[config.mk]
export PLATFORM = sky130hd
export DESIGN_NAME = ttc_trigger_packer
export DESIGN_NICKNAME = d
export VERILOG_FILES = /design/src/rtl/trigger_pkg.sv /design/src/rtl/trigger_word_buffer.sv /design/src/rtl/ttc_trigger_packer.sv
export SDC_FILE = /design/constraint.sdc
export NUM_CORES = 1
export LEC_CHECK = 0
export ABC_AREA = 0
export BUFFER_PORTS_ARGS = -buffer_cell sky130_fd_sc_hd__buf_2
export CAP_MARGIN = 10
export CORE_UTILIZATION = 40
export CTS_CLUSTER_SIZE = 25
export DETAILED_ROUTE_END_ITERATION = 6
export GPL_TIMING_DRIVEN = 0
export HOLD_SLACK_MARGIN = 0.1
export PLACE_DENSITY_LB_ADDON = 0.25
export SETUP_SLACK_MARGIN = 0.15
export SLEW_MARGIN = 5
export SYNTH_ARGS = -nofsm -noshare
export SYNTH_HDL_FRONTEND = slang
export SYNTH_SLANG_ARGS = --single-unit
[constraint.sdc]
create_clock -name clk -period 3.6 [get_ports clk]
set_input_delay 0.9 -clock clk [delete_from_list [all_inputs] [get_ports clk]]
set_output_delay 0.9 -clock clk [all_outputs]
set_load 0.05 [all_outputs]
[src/rtl/trigger_pkg.sv]
// trigger_pkg: trigger-FIFO word bit positions, acquisition strobe payload and buffer FSM states.
package trigger_pkg;
   localparam int WORD_WIDTH        = 128;
   localparam int EMPTY_PAYLOAD_BIT = 102;
   localparam int XADC_HI           = 101;
   localparam int XADC_LO           = 98;
   localparam int EMPTY_EVENT_BIT   = 97;
   localparam int TYPE_HI           = 96;
   localparam int TYPE_LO           = 92;
   localparam int EVNUM_HI          = 91;
   localparam int EVNUM_LO          = 68;
   localparam int TRIGNUM_HI        = 67;
   localparam int TRIGNUM_LO        = 44;
   localparam int TS_HI             = 43;
   localparam int TS_LO             = 0;

   typedef enum logic [1:0] {EMPTY, FULL, DROP} buf_state_t;

   typedef struct packed {
      logic [4:0]  trig_type;
      logic [23:0] trig_num;
   } acq_t;

   function automatic logic [WORD_WIDTH-1:0] pack_word(
      input logic                   empty_payload,
      input logic [3:0]             alarms,
      input logic                   empty_event,
      input logic [4:0]             trig_type,
      input logic [23:0]            event_num,
      input logic [23:0]            trig_num,
      input logic [TS_HI-TS_LO:0]   timestamp
   );
      logic [WORD_WIDTH-1:0] w;
      w                          = '0;
      w[EMPTY_PAYLOAD_BIT]       = empty_payload;
      w[XADC_HI:XADC_LO]         = alarms;
      w[EMPTY_EVENT_BIT]         = empty_event;
      w[TYPE_HI:TYPE_LO]         = trig_type;
      w[EVNUM_HI:EVNUM_LO]       = event_num;
      w[TRIGNUM_HI:TRIGNUM_LO]   = trig_num;
      w[TS_HI:TS_LO]             = timestamp;
      return w;
   endfunction
endpackage

[src/rtl/trigger_word_buffer.sv]
// trigger_word_buffer: one-entry valid/ready holding register; flags triggers that arrive while a word is stuck.
module trigger_word_buffer
   import trigger_pkg::*;
(
   input  logic                  clk,
   input  logic                  reset,
   input  logic                  trigger,
   input  logic [WORD_WIDTH-1:0] word,
   input  logic                  ready,
   output logic [WORD_WIDTH-1:0] data,
   output logic                  valid,
   output logic                  load,
   output logic                  drop
);
   buf_state_t state, state_next;
   logic held;

   always_ff @(posedge clk) begin
      state <= reset ? EMPTY : state_next;
      data  <= reset ? '0 : load ? word : data;
   end

   always_comb begin
      held       = state != EMPTY;
      state_next = (!held || ready) ? (trigger ? FULL : EMPTY) : (trigger ? DROP : state);
   end

   always_comb begin
      valid = held;
      load  = trigger & (~held | ready);
      drop  = trigger & held & ~ready;
   end
endmodule

[src/rtl/ttc_trigger_packer.sv]
// ttc_trigger_packer: packs TTC trigger strobes into 128-bit trigger-FIFO words and acquisition strobes.
// TRIG_XADC_ALARMS_EN: when defined, word bits [101:98] carry xadc_alarms; otherwise they read 0.
module ttc_trigger_packer
   import trigger_pkg::*;
#(
   parameter int DROP_CNT_WIDTH = 16,
   parameter int TS_WIDTH       = 44
) (
   input  logic                      clk,
   input  logic                      reset,
   input  logic                      ttc_trigger,
   input  logic [4:0]                ttc_trig_type,
   input  logic                      ttc_counter_reset,
   input  logic [31:0]               type_enable,
   input  logic [31:0]               payload_enable,
   input  logic [3:0]                xadc_alarms,
   output logic [WORD_WIDTH-1:0]     trig_fifo_data,
   output logic                      trig_fifo_valid,
   input  logic                      trig_fifo_ready,
   output logic                      acq_trigger,
   output logic [4:0]                acq_trig_type,
   output logic [23:0]               acq_trig_num,
   output logic [DROP_CNT_WIDTH-1:0] dropped_count,
   output logic                      overflow
);
`ifdef TRIG_XADC_ALARMS_EN
   localparam logic XADC_EN = 1'b1;
`else
   localparam logic XADC_EN = 1'b0;
`endif

   logic [TS_WIDTH-1:0]   ts, cur_ts;
   logic [23:0]           trig_num, event_num, cur_trig, cur_ev, next_trig, next_ev;
   logic                  empty_event, empty_payload, load, drop;
   logic [3:0]            alarms;
   logic [WORD_WIDTH-1:0] word;
   acq_t                  acq;

   // a counter reset in the same cycle as a trigger takes effect before that trigger is numbered
   always_comb begin
      cur_ts        = ttc_counter_reset ? '0 : ts;
      cur_trig      = ttc_counter_reset ? '0 : trig_num;
      cur_ev        = ttc_counter_reset ? '0 : event_num;
      empty_event   = ~type_enable[ttc_trig_type];
      empty_payload = ~payload_enable[ttc_trig_type] & ~empty_event;
      next_trig     = cur_trig + 24'd1;
      next_ev       = empty_event ? cur_ev : cur_ev + 24'd1;
      alarms        = xadc_alarms & {4{XADC_EN}};
      word          = pack_word(empty_payload, alarms, empty_event, ttc_trig_type, next_ev, next_trig, cur_ts);
   end

   trigger_word_buffer u_buf (
      .clk     (clk),
      .reset   (reset),
      .trigger (ttc_trigger),
      .word    (word),
      .ready   (trig_fifo_ready),
      .data    (trig_fifo_data),
      .valid   (trig_fifo_valid),
      .load    (load),
      .drop    (drop)
   );

   always_ff @(posedge clk) begin
      if (reset) begin
         ts            <= '0;
         trig_num      <= '0;
         event_num     <= '0;
         acq_trigger   <= 1'b0;
         acq           <= '0;
         dropped_count <= '0;
         overflow      <= 1'b0;
      end else begin
         ts          <= cur_ts + 1'b1;
         trig_num    <= ttc_trigger ? next_trig : cur_trig;
         event_num   <= load ? next_ev : cur_ev;
         acq_trigger <= load & ~empty_event;
         if (load & ~empty_event) acq <= '{trig_type: ttc_trig_type, trig_num: next_trig};
         if (drop) begin
            dropped_count <= dropped_count + {{(DROP_CNT_WIDTH-1){1'b0}}, ~&dropped_count};
            overflow      <= 1'b1;
         end
      end
   end

   assign acq_trig_type = acq.trig_type;
   assign acq_trig_num  = acq.trig_num;
endmodule

After elaboration in Yosys (flattened, before gate mapping):

Index checks and enable logic that the tools add are counted.

* flip-flop bits (word level): 240
* RAM bits: 0
* bits in read-only memories: 0
* bits of input ports: 78
* logic and storage cells: 44
* latch bits: 0
* memories kept: 0

* shift operators: 0
* multiply operators: 0
* mux-type cells: 13
* add/sub/neg operators: 4
* reductions and logical operators: 6
* divide/modulo/power cells: 0
* order comparisons: 1
* bitwise operators: 10
* equality and inequality tests: 0

Operator list (count)
* $mux 24: 5
* $add 24x1->24 const B: 2
* $add 44x1->44 const B: 1
* $mux 44: 1
* $add 16x1->16: 1
* $reduce_and 16->1: 1
* $bmux 1 s5: 2
* $lt 5x6->1 const B: 1
* $and 1x1->1: 5
* $mux 2: 2
* $not 1->1: 4
* $reduce_bool 2->1: 2
* $mux 1: 3
* $logic_not 1->1: 2
* $logic_or 1x1->1: 1
* $or 1x1->1: 1

Longest topological paths before layout:

Gate-level depths: netlist of run 1.

* depth after elaboration: 5
* gate-level depth with buffers: 14
* mapped depth without buffers: 10

By module:

Synthesis of run 1 repeated with hierarchy kept, for this count alone.

* cells, all modules: 1570
* area, all modules: 13775.7 sq um

Modules (own cells, without submodules)
* ttc_trigger_packer: cells an instance 1004, instances 1, area an instance 7978.9 sq um
* trigger_word_buffer: cells an instance 566, instances 1, area an instance 5796.8 sq um

Least setup slack after synthesis of run 1:

OpenSTA, ideal clock, no wires.

* path type: input port to flip-flop
* start: input port ttc_counter_reset
* end: register u_buf.data[90]
* required time: 3478 ps
* setup slack: -123 ps
* arrival time: 3601 ps
* stages on the path: 13
* buffers on the path: 5
* cells stage by stage: clkbuf_1 > clkbuf_1 > clkbuf_1 > clkbuf_1 > nor2b_1 > ha_1 > nand4_1 > or4_1 > clkbuf_1 > nor4_1 > nand3_1 > xnor2_1 > o21ai_0

* cells in the longest elaborated chain, start to end: 3

RTL lines
* start, declared: RTL line ttc_trigger_packer.sv:13 `input logic ttc_counter_reset,`
* $mux 24 *: RTL line ttc_trigger_packer.sv:43 `cur_ev = ttc_counter_reset ? '0 : event_num;`
* $add 24x1->24: RTL line ttc_trigger_packer.sv:47 `next_ev = empty_event ? cur_ev : cur_ev + 24'd1;`
* $mux 24 *: RTL line ttc_trigger_packer.sv:47
* end signal, assigned: RTL line trigger_word_buffer.sv:20 `data <= reset ? '0 : load ? word : data;`
* end, declared: RTL line trigger_word_buffer.sv:10 `output logic [WORD_WIDTH-1:0] data,`

Mark *: on every way between the ends. The rest lies on a longest branch, timed or not.
A chain may end at the register's enable or synchronous reset.

Worst setup path in the final report of run 1:

* start: input port ttc_trigger
* end: register u_buf.data[67]

* cells in the longest elaborated chain, start to end: 1

RTL lines
* start, declared: RTL line ttc_trigger_packer.sv:11 `input logic ttc_trigger,`
* $and 1x1->1: RTL line trigger_word_buffer.sv:30 `load = trigger & (~held | ready);`

No other way between the ends.

==> results of run 1 <==
## Yosys cell counts (2+ instances only)
master / n
xnor2_1: 63
nor2_1: 187
a31oi_1: 3
and3_1: 14
nor3_1: 28
dfxtp_1: 240
nand3b_1: 25
o21bai_1: 2
a221oi_1: 2
nor4_1: 11
a21oi_1: 91
nand4_1: 45
mux4_2: 14
clkbuf_1: 70
or2_2: 5
o21a_1: 4
mux2i_1: 32
nand2_1: 152
or4_1: 7
or4b_1: 2
mux2_2: 5
nand3_1: 38
buf_1: 10
buf_2: 10
a311oi_1: 2
and4b_1: 4
nand4b_1: 6
inv_1: 17
nor2b_1: 29
nor3b_1: 6
xor2_1: 59
o21ai_0: 20
and3b_1: 4
ha_1: 5
buf_4: 31
or3_1: 19
nand2b_1: 27
a211oi_1: 37
and2_1: 6
and4_1: 5
## final timing paths
check,from,end,slack (ns)
worst max-delay path,ttc_trigger,u_buf.data[67]$_SDFFE_PP0P_,0.29
worst min-delay path,u_buf.data[13]$_SDFFE_PP0P_,u_buf.data[13]$_SDFFE_PP0P_,0.45
worst max register to register,u_buf.state[1]$_SDFFE_PP0P_,u_buf.data[67]$_SDFFE_PP0P_,0.41
worst min register to register,u_buf.data[13]$_SDFFE_PP0P_,u_buf.data[13]$_SDFFE_PP0P_,0.45
## worst max-delay path, stage by stage
cell and delay, ns:
clkbuf_1 0.43, o21a_1 0.20, clkbuf_1 0.50, clkbuf_1 0.62, clkbuf_1 0.57, o21ai_0 0.34
a21oi_1 0.20
## final cells by class
cell class,count,area (µm²),share of cell area
multi-input cells,1001,6130,0.436
repair buffers,219,1110,0.0788
inverters,17,63.8,0.00453
well taps,378,473,0.0336
clock buffers,39,781,0.0555
flip-flops and latches,240,4800,0.341
clock inverters,10,81.3,0.00578
plain buffers,119,626,0.0445
## routing by layer
metal	track usage	routed length [µm]	part of all wire
met1	0.321	15900	0.45
met2	0.391	15900	0.46
met3	0.0393	2280	0.065
met4	0.0745	867	0.025
met5	0	0	0
## kinds of logic (layout without fill, tap and decap cells)
kind of cell    count (synthesis)  after routing  share of synthesized area
compound gates                170            170                     0.0896
xor+xnor                      122            122                     0.0936
fa+ha+maj                       5              5                    0.00548
buf+inv                       139            404                     0.0577
flops                         240            240                      0.421
mux                            51             51                     0.0606
other cells                     1             29                   0.000329
simple gates                  624            624                      0.272
## repair_timing
action                                 in CTS  in global routing
setup endpoints to repair                 112                 27
resized for setup                           9                 14
buffers inserted                            1                  3
endpoints found under the hold margin       0                  0
pin swaps                                   1                  3
## per-stage QoR
stage,util,total power [W],area [µm²]
finish,0.504,0.00623,14100
floorplan,-,0.00337,11600
detailed placement,0.471,0.00362,13100
CTS,0.502,0.00628,14000
global placement,0.471,0.00361,13100
global route,0.504,0.00645,14100
## power breakdown
| part | total (W) | leakage, nW | internal, W | switching, W |
|---|---|---|---|---|
| Sequential | 0.00274 | 1.94 | 0.00271 | 0.0000292 |
| Combinational | 0.000823 | 3.19 | 0.000224 | 0.000599 |
| Clock | 0.00267 | 0.429 | 0.00157 | 0.00110 |
## state kept, by name, summed over array words and instances, names as in the netlist
signal         count
trig_num          24
acq_trigger        1
dropped_count     16
acq_trig_type      5
ts                44
acq_trig_num      24
event_num         24
overflow           1
u_buf.state        2
u_buf.data        99
==> results.ini, run 1 <==
[clocking]
cts-buffers-inserted = 27
clock-root-buffer = clkbuf_16
cts_buffer_depth = 3
htreeDepth = 1
clock_latency_ns = 0.54
hold_buffers = 0
numClockSinks = 240
clkTransAtPathRegs_ns = 0.06
cts_tree = done

[worst_setup_path]
startpoint_type = input port
crit_arrival_ns = 3.77
path_class = in2reg
crit_fanout = 10
end_kind = flop
worstRegToRegCells = 7
worstPathRequired_ns = 4.06

[floorplan]
rows = 61
dieHeight_um = 171
fp.dieArea_um2 = 29200
io_pins = 254
design.core.area_um2 = 27900
chipWidth_um = 171
initial_utilization = 0.409

[logic_synthesis]
yosys_most_used_dff = dfxtp_1
syn_avg_cell_area_um2 = 8.44
synth_cells = 1352
ys_warn_count = 0
synth_area_um2 = 11400
synth_largest_area_cell = dfxtp_1
synth_edf_count = 0
ys_types = 55
async_flop_share = 0
synth-seq-cells = 240
synth_seq_area_share = 0.421
synth_top_cell_area_share = 0.421
synth_area_leaders = dfxtp_1, nor2_1, nand2_1

[placed_design]
dp_cells = 1973
pre_cts_ws_ns = -1.66
gp_congestion = 0.901
io_buffers = 215
dpl.hpwl_um = 26200

[finish]
area_growth_pct = 23.3
drive_gt1_frac = 0.215
stdcell_count = 2023
fillers = 2747
nets = 1708
final_common_cell = dfxtp_1
num_antenna_cells = 0
final_cell_mix = dfxtp_1, buf_2, nor2_1

[timing]
fin_crit_sh = 0.919
fin_crit_ns = 3.31
setup_ws_ns = 0.291
setup-tns-final_ns = 0
slew_viol_final = 0
setup_viol = 0
final-hold-violation-count = 0
fmax_mhz = 302
slew_headroom = 0.330
rsz0062_at_grt = false
skew_ns = 0.00792
tightest_slew_ns = 1.00
holdWs_ns = 0.446

[power]
power_density_nw_per_um2 = 443
ir_drop_mv = 0.311
p_leak_nw = 5.57

[routing]
drt_first_iter_violations = 792
wl_per_cell_um = 17.2
vias_per_cell = 5.21
drc = 0
dr_total_vias = 10534
drt_first_pass_iters = 5
wl_um = 34900
ant_nets = 0

[flow_run]
max_cap_viol_count = 0

[grt]
grt_pass1_wl_um = 54300
grt_max_degree = 20
antenna_found_initial = 0
grt_overflow_total = 0
grt_pass1_vias = 9853
track_usage = 0.239

[min_path]
hold_path_class = reg2reg
whs_path_depth = 2

[outcome]
outcome = finished clean

Power figures use the tool's default switching activity.
==> run 2, diff against run 1 <==
--- a/config.mk
+++ b/config.mk
@@ -6,11 +6,11 @@
 export NUM_CORES = 1
 export LEC_CHECK = 0
 export ABC_AREA = 0
-export BUFFER_PORTS_ARGS = -buffer_cell sky130_fd_sc_hd__buf_2
 export CAP_MARGIN = 10
 export CORE_UTILIZATION = 40
 export CTS_CLUSTER_SIZE = 25
 export DETAILED_ROUTE_END_ITERATION = 6
+export DONT_BUFFER_PORTS = 1
 export GPL_TIMING_DRIVEN = 0
 export HOLD_SLACK_MARGIN = 0.1
 export PLACE_DENSITY_LB_ADDON = 0.25
@@ -18,4 +18,5 @@
 export SLEW_MARGIN = 5
 export SYNTH_ARGS = -nofsm -noshare
 export SYNTH_HDL_FRONTEND = slang
+export SYNTH_HIERARCHICAL = 1
 export SYNTH_SLANG_ARGS = --single-unit
==> results.ini, run 2 <==
[grt]
grt_overflow_total = 0  ; unchanged
grt_pass1_vias = 10584  ; was 9853
grt_pass1_wl_um = 59000  ; was 54300 µm
antenna_found_initial = 0  ; unchanged
grt_max_degree = 20  ; unchanged
track_usage = 0.211  ; was 0.239

[finish]
finish.instance_area_um2 = 15700  ; was 14100 µm²
nets = 1718  ; was 1708
area_growth_pct = 13.8  ; was 23.3%
stdcell_count = 2104  ; was 2023
final_cell_mix = nand2b_1, dfxtp_1, mux2i_1  ; was dfxtp_1, buf_2, nor2_1
drive_gt1_frac = 0.0870  ; was 0.215
regMostFlops = u_buf/data  ; was u_buf.data
largest_reg_flops = 128  ; was 99
final_common_cell = nand2b_1  ; was dfxtp_1
num_antenna_cells = 0  ; unchanged
reg.largest.list = u_buf/data x128, ts x44  ; was u_buf.data x99, ts x44
fillers = 3250  ; was 2747

[logic_synthesis]
synthMuxAreaShare = 0.129  ; was 0.0606
synth_largest_area_cell = dfxtp_1  ; unchanged
async_flop_share = 0  ; unchanged
synth_area_um2 = 13800  ; was 11400 µm²
synth_edf_count = 0  ; unchanged
ys_warn_count = 6  ; was 0
synth-simple-area-share = 0.322  ; was 0.272
synth_compound_area_frac = 0.0514  ; was 0.0896
synth_area_leaders = dfxtp_1, nand2b_1, mux2i_1  ; was dfxtp_1, nor2_1, nand2_1
synth_top_cell_area_share = 0.391  ; was 0.421
synth_cells = 1570  ; was 1352
synthTopCellsByCount = nand2b_1, dfxtp_1, mux2i_1, nor2_1, nand2_1  ; was dfxtp_1, nor2_1, nand2_1, a21oi_1, clkbuf_1
syn_avg_cell_area_um2 = 8.77  ; was 8.44 µm²
ys_types = 58  ; was 55
synth-seq-cells = 269  ; was 240
synth_top_family_by_area = simple AND/OR/NAND/NOR gates  ; unchanged
yosys_most_used_dff = dfxtp_1  ; unchanged
synthXorXnorAreaFrac = 0.0604  ; was 0.0936
synth_fa_ha_area_frac = 0.00454  ; was 0.00548
synth_seq_area_share = 0.391  ; was 0.421
yosysMostFrequentCell = nand2b_1  ; was dfxtp_1

[timing]
fin_crit_sh = 0.911  ; was 0.919
rsz0062_at_grt = true  ; was false
tightest_slew_ns = 0.879  ; was 1.00 ns
setup_viol = 0  ; unchanged
setup_ws_ns = 0.321  ; was 0.291 ns
slew_headroom = 0.409  ; was 0.330
fin_crit_ns = 3.28  ; was 3.31 ns
final-hold-violation-count = 0  ; unchanged
skew_ns = 0.0152  ; was 0.00792 ns
slew_viol_final = 0  ; unchanged
fmax_mhz = 305  ; was 302 MHz
setup-tns-final_ns = 0  ; unchanged

[worst_setup_path]
end_kind = flop  ; unchanged
path_class = in2reg  ; unchanged
crit_fanout = 19  ; was 10
worstRegToRegCells = 9  ; was 7
crit_arrival_ns = 3.77  ; about the same
startpoint_type = input port  ; unchanged
worstPathRequired_ns = 4.09  ; was 4.06 ns

[clocking]
numClockSinks = 269  ; was 240
cts_buffer_depth = 3  ; unchanged
clkTransAtPathRegs_ns = 0.06  ; about the same
cts-buffers-inserted = 29  ; was 27
htreeDepth = 1  ; unchanged
clock-root-buffer = clkbuf_16  ; unchanged
hold_buffers = 0  ; unchanged
cts_tree = done  ; unchanged
clock_latency_ns = 0.56  ; was 0.54 ns

[power]
internal_power_w = 0.00528  ; was 0.00450 W
p_sw_w = 0.00177  ; was 0.00173 W
seq_power_share = 0.458  ; was 0.439
switching_share = 0.252  ; was 0.277
power_frac_comb = 0.077  ; was 0.132
ir_drop_mv = 0.345  ; was 0.311 mV
power_density_nw_per_um2 = 450  ; was 443 nW/µm²
clkPwrFrac = 0.464  ; was 0.429
p_leak_nw = 5.61  ; was 5.57 nW

[placed_design]
dp_cells = 2046  ; was 1973
gp_congestion = 0.849  ; was 0.901
dpl.hpwl_um = 27600  ; was 26200 µm
pre_cts_ws_ns = -0.549  ; was -1.66 ns
io_buffers = 0  ; was 215
placed_area_um2 = 14600  ; was 13100 µm²

[floorplan]
chipWidth_um = 188  ; was 171 µm
io_pins = 254  ; unchanged
fp.dieArea_um2 = 35200  ; was 29200 µm²
design.core.area_um2 = 33700  ; was 27900 µm²
rows = 67  ; was 61
dieHeight_um = 188  ; was 171 µm
initial_utilization = 0.409  ; about the same

[min_path]
hold_path_class = in2reg  ; was reg2reg
whs_path_depth = 1  ; was 2

[routing]
drt_first_iter_violations = 486  ; was 792
wl_um = 38200  ; was 34900 µm
wl_per_cell_um = 18.2  ; was 17.2 µm
vias_per_cell = 5.12  ; was 5.21
drc = 0  ; unchanged
drt_first_pass_iters = 6  ; was 5
ant_nets = 0  ; unchanged
dr_total_vias = 10777  ; was 10534

[flow_run]
max_cap_viol_count = 0  ; unchanged

[outcome]
outcome = finished clean  ; unchanged

run 2: path summary, 6_finish.rpt:
kind,from,end,slack (ns)
worst max-delay path,ttc_counter_reset,u_buf/data[86]$_SDFFE_PP0P_,0.32
worst min-delay path,trig_fifo_ready,u_buf/state[1]$_SDFFE_PP0P_,0.41
worst min register to register,u_buf/state[0]$_SDFFE_PP0P_,u_buf/state[0]$_SDFFE_PP0P_,0.51
worst max register to register,trig_num[0]$_SDFF_PP0_,acq_trig_num[22]$_SDFFE_PP0P_,0.84
run 2: what timing repair did:
item                                    in CTS  in global routing
buffers inserted                             3                  4
gates resized for setup                      0                  3
pin swaps                                    1                  1
endpoints found under the setup margin       5                  3
gates cloned                                 0                  0
run 2: area by class of cell:
cell class                      instances  area [µm²]  share of cell area
Timing Repair Buffer                    7        52.6             0.00335
Clock inverter                          9         170              0.0109
Inverter                               17        63.8             0.00407
Tap cell                              448         561              0.0357
Clock buffer                           43         878              0.0560
Multi-Input combinational cell       1211        8000               0.510
Buffer                                100         567              0.0361
Sequential cell                       269        5390               0.343
run 2: metal layers:
metal,share of wire,track usage,routed length (µm),vias up
met1,0.45,0.269,17200,5022
met5,0,0,0,-
met2,0.45,0.345,17100,324
met3,0.081,0.0580,3080,57
met4,0.023,0.0635,874,0
li1,-,-,-,5374
run 2: critical path, cell delays in order:
cell,delay (ns)
clkbuf_16,0.17
clkbuf_8,0.20
clkbuf_8,0.20
nor2b_1,0.23
ha_2,0.26
nand3_2,0.16
nor4_4,0.44
and4_1,0.30
nand3_1,0.19
or3_1,0.35
a21oi_1,0.17
nand2b_1,0.07
mux2i_1,0.12
run 2: power by group through the flow:
stage	sequential [W]	combinational, W	clock (W)
2_1_floorplan	0.00328	0.000402	0
3_3_place_gp	0.00330	0.000544	0
3_5_place_dp	0.00330	0.000548	0
4_1_cts	0.00323	0.000549	0.00335
5_1_grt	0.00323	0.000590	0.00347
6_report	0.00323	0.000546	0.00327
run 2: logic make-up after synthesis:
logic type / Yosys count
buffers and inverters: 118
muxes: 166
other: 1
and+or+nand+nor: 793
AOI/OAI and AO/OA: 123
DFF: 269
xor gates and xnor gates: 95
adders and majority gates: 5
run 2: metrics by stage:
stage | hold WS, ns | total power, W | util
global route | 0.385 | 0.00729 | 0.465
global placement | 0.469 | 0.00384 | 0.432
floorplan | 0.461 | 0.00368 | -
finish | 0.407 | 0.00705 | 0.465
CTS | 0.382 | 0.00713 | 0.464
detailed placement | 0.489 | 0.00385 | 0.432
==> run 3, diff against run 2 <==
--- a/config.mk
+++ b/config.mk
@@ -13,7 +13,6 @@
 export DONT_BUFFER_PORTS = 1
 export GPL_TIMING_DRIVEN = 0
 export HOLD_SLACK_MARGIN = 0.1
-export PLACE_DENSITY_LB_ADDON = 0.25
 export SETUP_SLACK_MARGIN = 0.15
 export SLEW_MARGIN = 5
 export SYNTH_ARGS = -nofsm -noshare
==> results.ini, run 3 (synthesized netlist as in run 2, its figures left out) <==
[routing]
ant_nets = 0  ; unchanged
wl_per_cell_um = 18.3  ; was 18.2 µm
drt_first_iter_violations = 532  ; was 486
dr_total_vias = 10814  ; was 10777
vias_per_cell = 5.13  ; was 5.12
drt_first_pass_iters = 7  ; was 6
wl_um = 38500  ; was 38200 µm
drc = 0  ; unchanged

[floorplan]
dieHeight_um = 188  ; unchanged
design.core.area_um2 = 33700  ; unchanged
io_pins = 254  ; unchanged
fp.dieArea_um2 = 35200  ; unchanged
initial_utilization = 0.409  ; unchanged
chipWidth_um = 188  ; unchanged
rows = 67  ; unchanged

[finish]
fin_util = 0.464  ; was 0.465
final_cell_mix = nand2b_1, dfxtp_1, mux2i_1  ; unchanged
nets = 1720  ; was 1718
final_common_cell = nand2b_1  ; unchanged
num_antenna_cells = 0  ; unchanged
fillers = 3320  ; was 3250
finish.instance_area_um2 = 15600  ; was 15700 µm²
regMostFlops = u_buf/data  ; unchanged
drive_gt1_frac = 0.0867  ; was 0.0870
multi_input_area_um2 = 8000  ; about the same
reg.largest.list = u_buf/data x128, ts x44  ; unchanged
area_growth_pct = 13.6  ; was 13.8%
largest_reg_flops = 128  ; unchanged
ff_latch_area_um2 = 5390  ; unchanged

[grt]
antenna_found_initial = 0  ; unchanged
track_usage = 0.215  ; was 0.211
grt_pass1_wl_um = 60100  ; was 59000 µm
grt_overflow_total = 0  ; unchanged
grt_pass1_vias = 10774  ; was 10584
grt_max_degree = 16  ; was 20

[worst_setup_path]
r2r_end = u_buf/data[66]$_SDFFE_PP0P_  ; was acq_trig_num[22]$_SDFFE_PP0P_
crit_fanout = 10  ; was 19
startpoint_type = input port  ; unchanged
path_class = in2reg  ; unchanged
worstPathRequired_ns = 4.08  ; was 4.09 ns
worstRegToRegCells = 9  ; unchanged
r2r_start = trig_num[0]$_SDFF_PP0_  ; unchanged
rrSetupSlack_ns = 0.84  ; about the same
end_kind = flop  ; unchanged
crit_arrival_ns = 3.80  ; was 3.77 ns

[power]
power_density_nw_per_um2 = 441  ; was 450 nW/µm²
ir_drop_mv = 0.324  ; was 0.345 mV
p_leak_nw = 5.58  ; was 5.61 nW
p_total_w = 0.00689  ; was 0.00705 W

[timing]
slew_headroom = 0.392  ; was 0.409
fin_crit_ns = 3.32  ; was 3.28 ns
slew_viol_final = 0  ; unchanged
setup_viol = 0  ; unchanged
tightest_slew_ns = 0.903  ; was 0.879 ns
rsz0062_at_grt = false  ; was true
holdWs_ns = 0.409  ; was 0.407 ns
skew_ns = 0.0155  ; was 0.0152 ns
setup-tns-final_ns = 0  ; unchanged
fmax_mhz = 301  ; was 305 MHz
fin_crit_sh = 0.921  ; was 0.911
final-hold-violation-count = 0  ; unchanged

[clocking]
cts-buffers-inserted = 31  ; was 29
hold_buffers = 0  ; unchanged
clkTransAtPathRegs_ns = 0.06  ; about the same
clock-root-buffer = clkbuf_16  ; unchanged
numClockSinks = 269  ; unchanged
cts_buffer_depth = 3  ; unchanged
clock_latency_ns = 0.57  ; was 0.56 ns
htreeDepth = 1  ; unchanged
cts_tree = done  ; unchanged

[outcome]
outcome = finished clean  ; unchanged

[placed_design]
placed_area_um2 = 14600  ; unchanged
io_buffers = 0  ; unchanged
gp_congestion = 0.868  ; was 0.849
dpl.hpwl_um = 28000  ; was 27600 µm

[flow_run]
max_cap_viol_count = 0  ; unchanged

[min_path]
hold_path_class = in2reg  ; unchanged
whs_endpoint = u_buf/state[1]$_SDFFE_PP0P_  ; unchanged
holdCritStartpoint = trig_fifo_ready  ; unchanged
whs_path_depth = 1  ; unchanged

[run 3: cell types whose count changed in the layout (fill, tap and decap cells not counted), sizes merged]
cell	previous run	this run
clkinvlp	0	2
clkbuf	111	118
bufinv	5	1
clkinv	4	3
inv	17	18
[run 3: report_power, final]
| group | internal, W | switching [W] | leakage (nW) |
|---|---|---|---|
| registers | 0.00303 | 0.000203 | 2.18 |
| logic | 0.000219 | 0.000331 | 2.91 |
| clock network | 0.00186 | 0.00125 | 0.495 |
| total | 0.00511 | 0.00179 | 5.58 |
[run 3: through the flow]
step	setup slack, ns	cells
2_1_floorplan	0.134	1598
5_1_grt	0.152	2109
6_report	0.283	2109
3_5_place_dp	-0.620	2046
4_1_cts	0.174	2106
3_3_place_gp	-0.582	2046
[run 3: critical path: stages]
cell	delay, ns
clkbuf_16	0.15
buf_2	0.23
clkbuf_8	0.24
nor2b_1	0.18
ha_2	0.25
nand3_1	0.14
or4_1	0.51
buf_2	0.20
or4_1	0.53
a21oi_2	0.21
nand2b_1	0.08
mux2i_1	0.17
[run 3: worst max-delay path by stage]
stage                       from                     endpoint  depth (start not counted)
2_1_floorplan  ttc_counter_reset            ts[32]$_SDFF_PP0_                         12
3_3_place_gp   ttc_counter_reset            ts[32]$_SDFF_PP0_                         11
3_5_place_dp   ttc_counter_reset            ts[32]$_SDFF_PP0_                         11
4_1_cts        ttc_counter_reset  u_buf/data[66]$_SDFFE_PP0P_                         12
5_1_grt        ttc_counter_reset  u_buf/data[66]$_SDFFE_PP0P_                         12
6_report       ttc_counter_reset  u_buf/data[66]$_SDFFE_PP0P_                         12
[run 3: layout make-up]
cell class	instances	share of cell area
Timing Repair Buffer	6	0.00288
Sequential cell	269	0.344
Clock inverter	7	0.00440
Inverter	17	0.00408
Tap cell	448	0.0358
Buffer	101	0.0366
Clock buffer	50	0.0606
Multi-Input combinational cell	1211	0.511
[run 3: what timing repair did]
item / CTS / global route
gates cloned: 0 / 0
setup buffers: 3 / 3
endpoints found under the setup margin: 5 / 5
gates resized for setup: 1 / 4
pin swaps: 1 / 1
[run 3: metal layers]
layer  track usage  share of wire  vias to the layer above  routed length [µm]
met4        0.0632          0.023                        0                 900
li1              -              -                     5378                   -
met1         0.269           0.44                     5071               16900
met5             0              0                        -                   0
met2         0.355           0.45                      311               17500
met3        0.0627          0.085                       54                3290
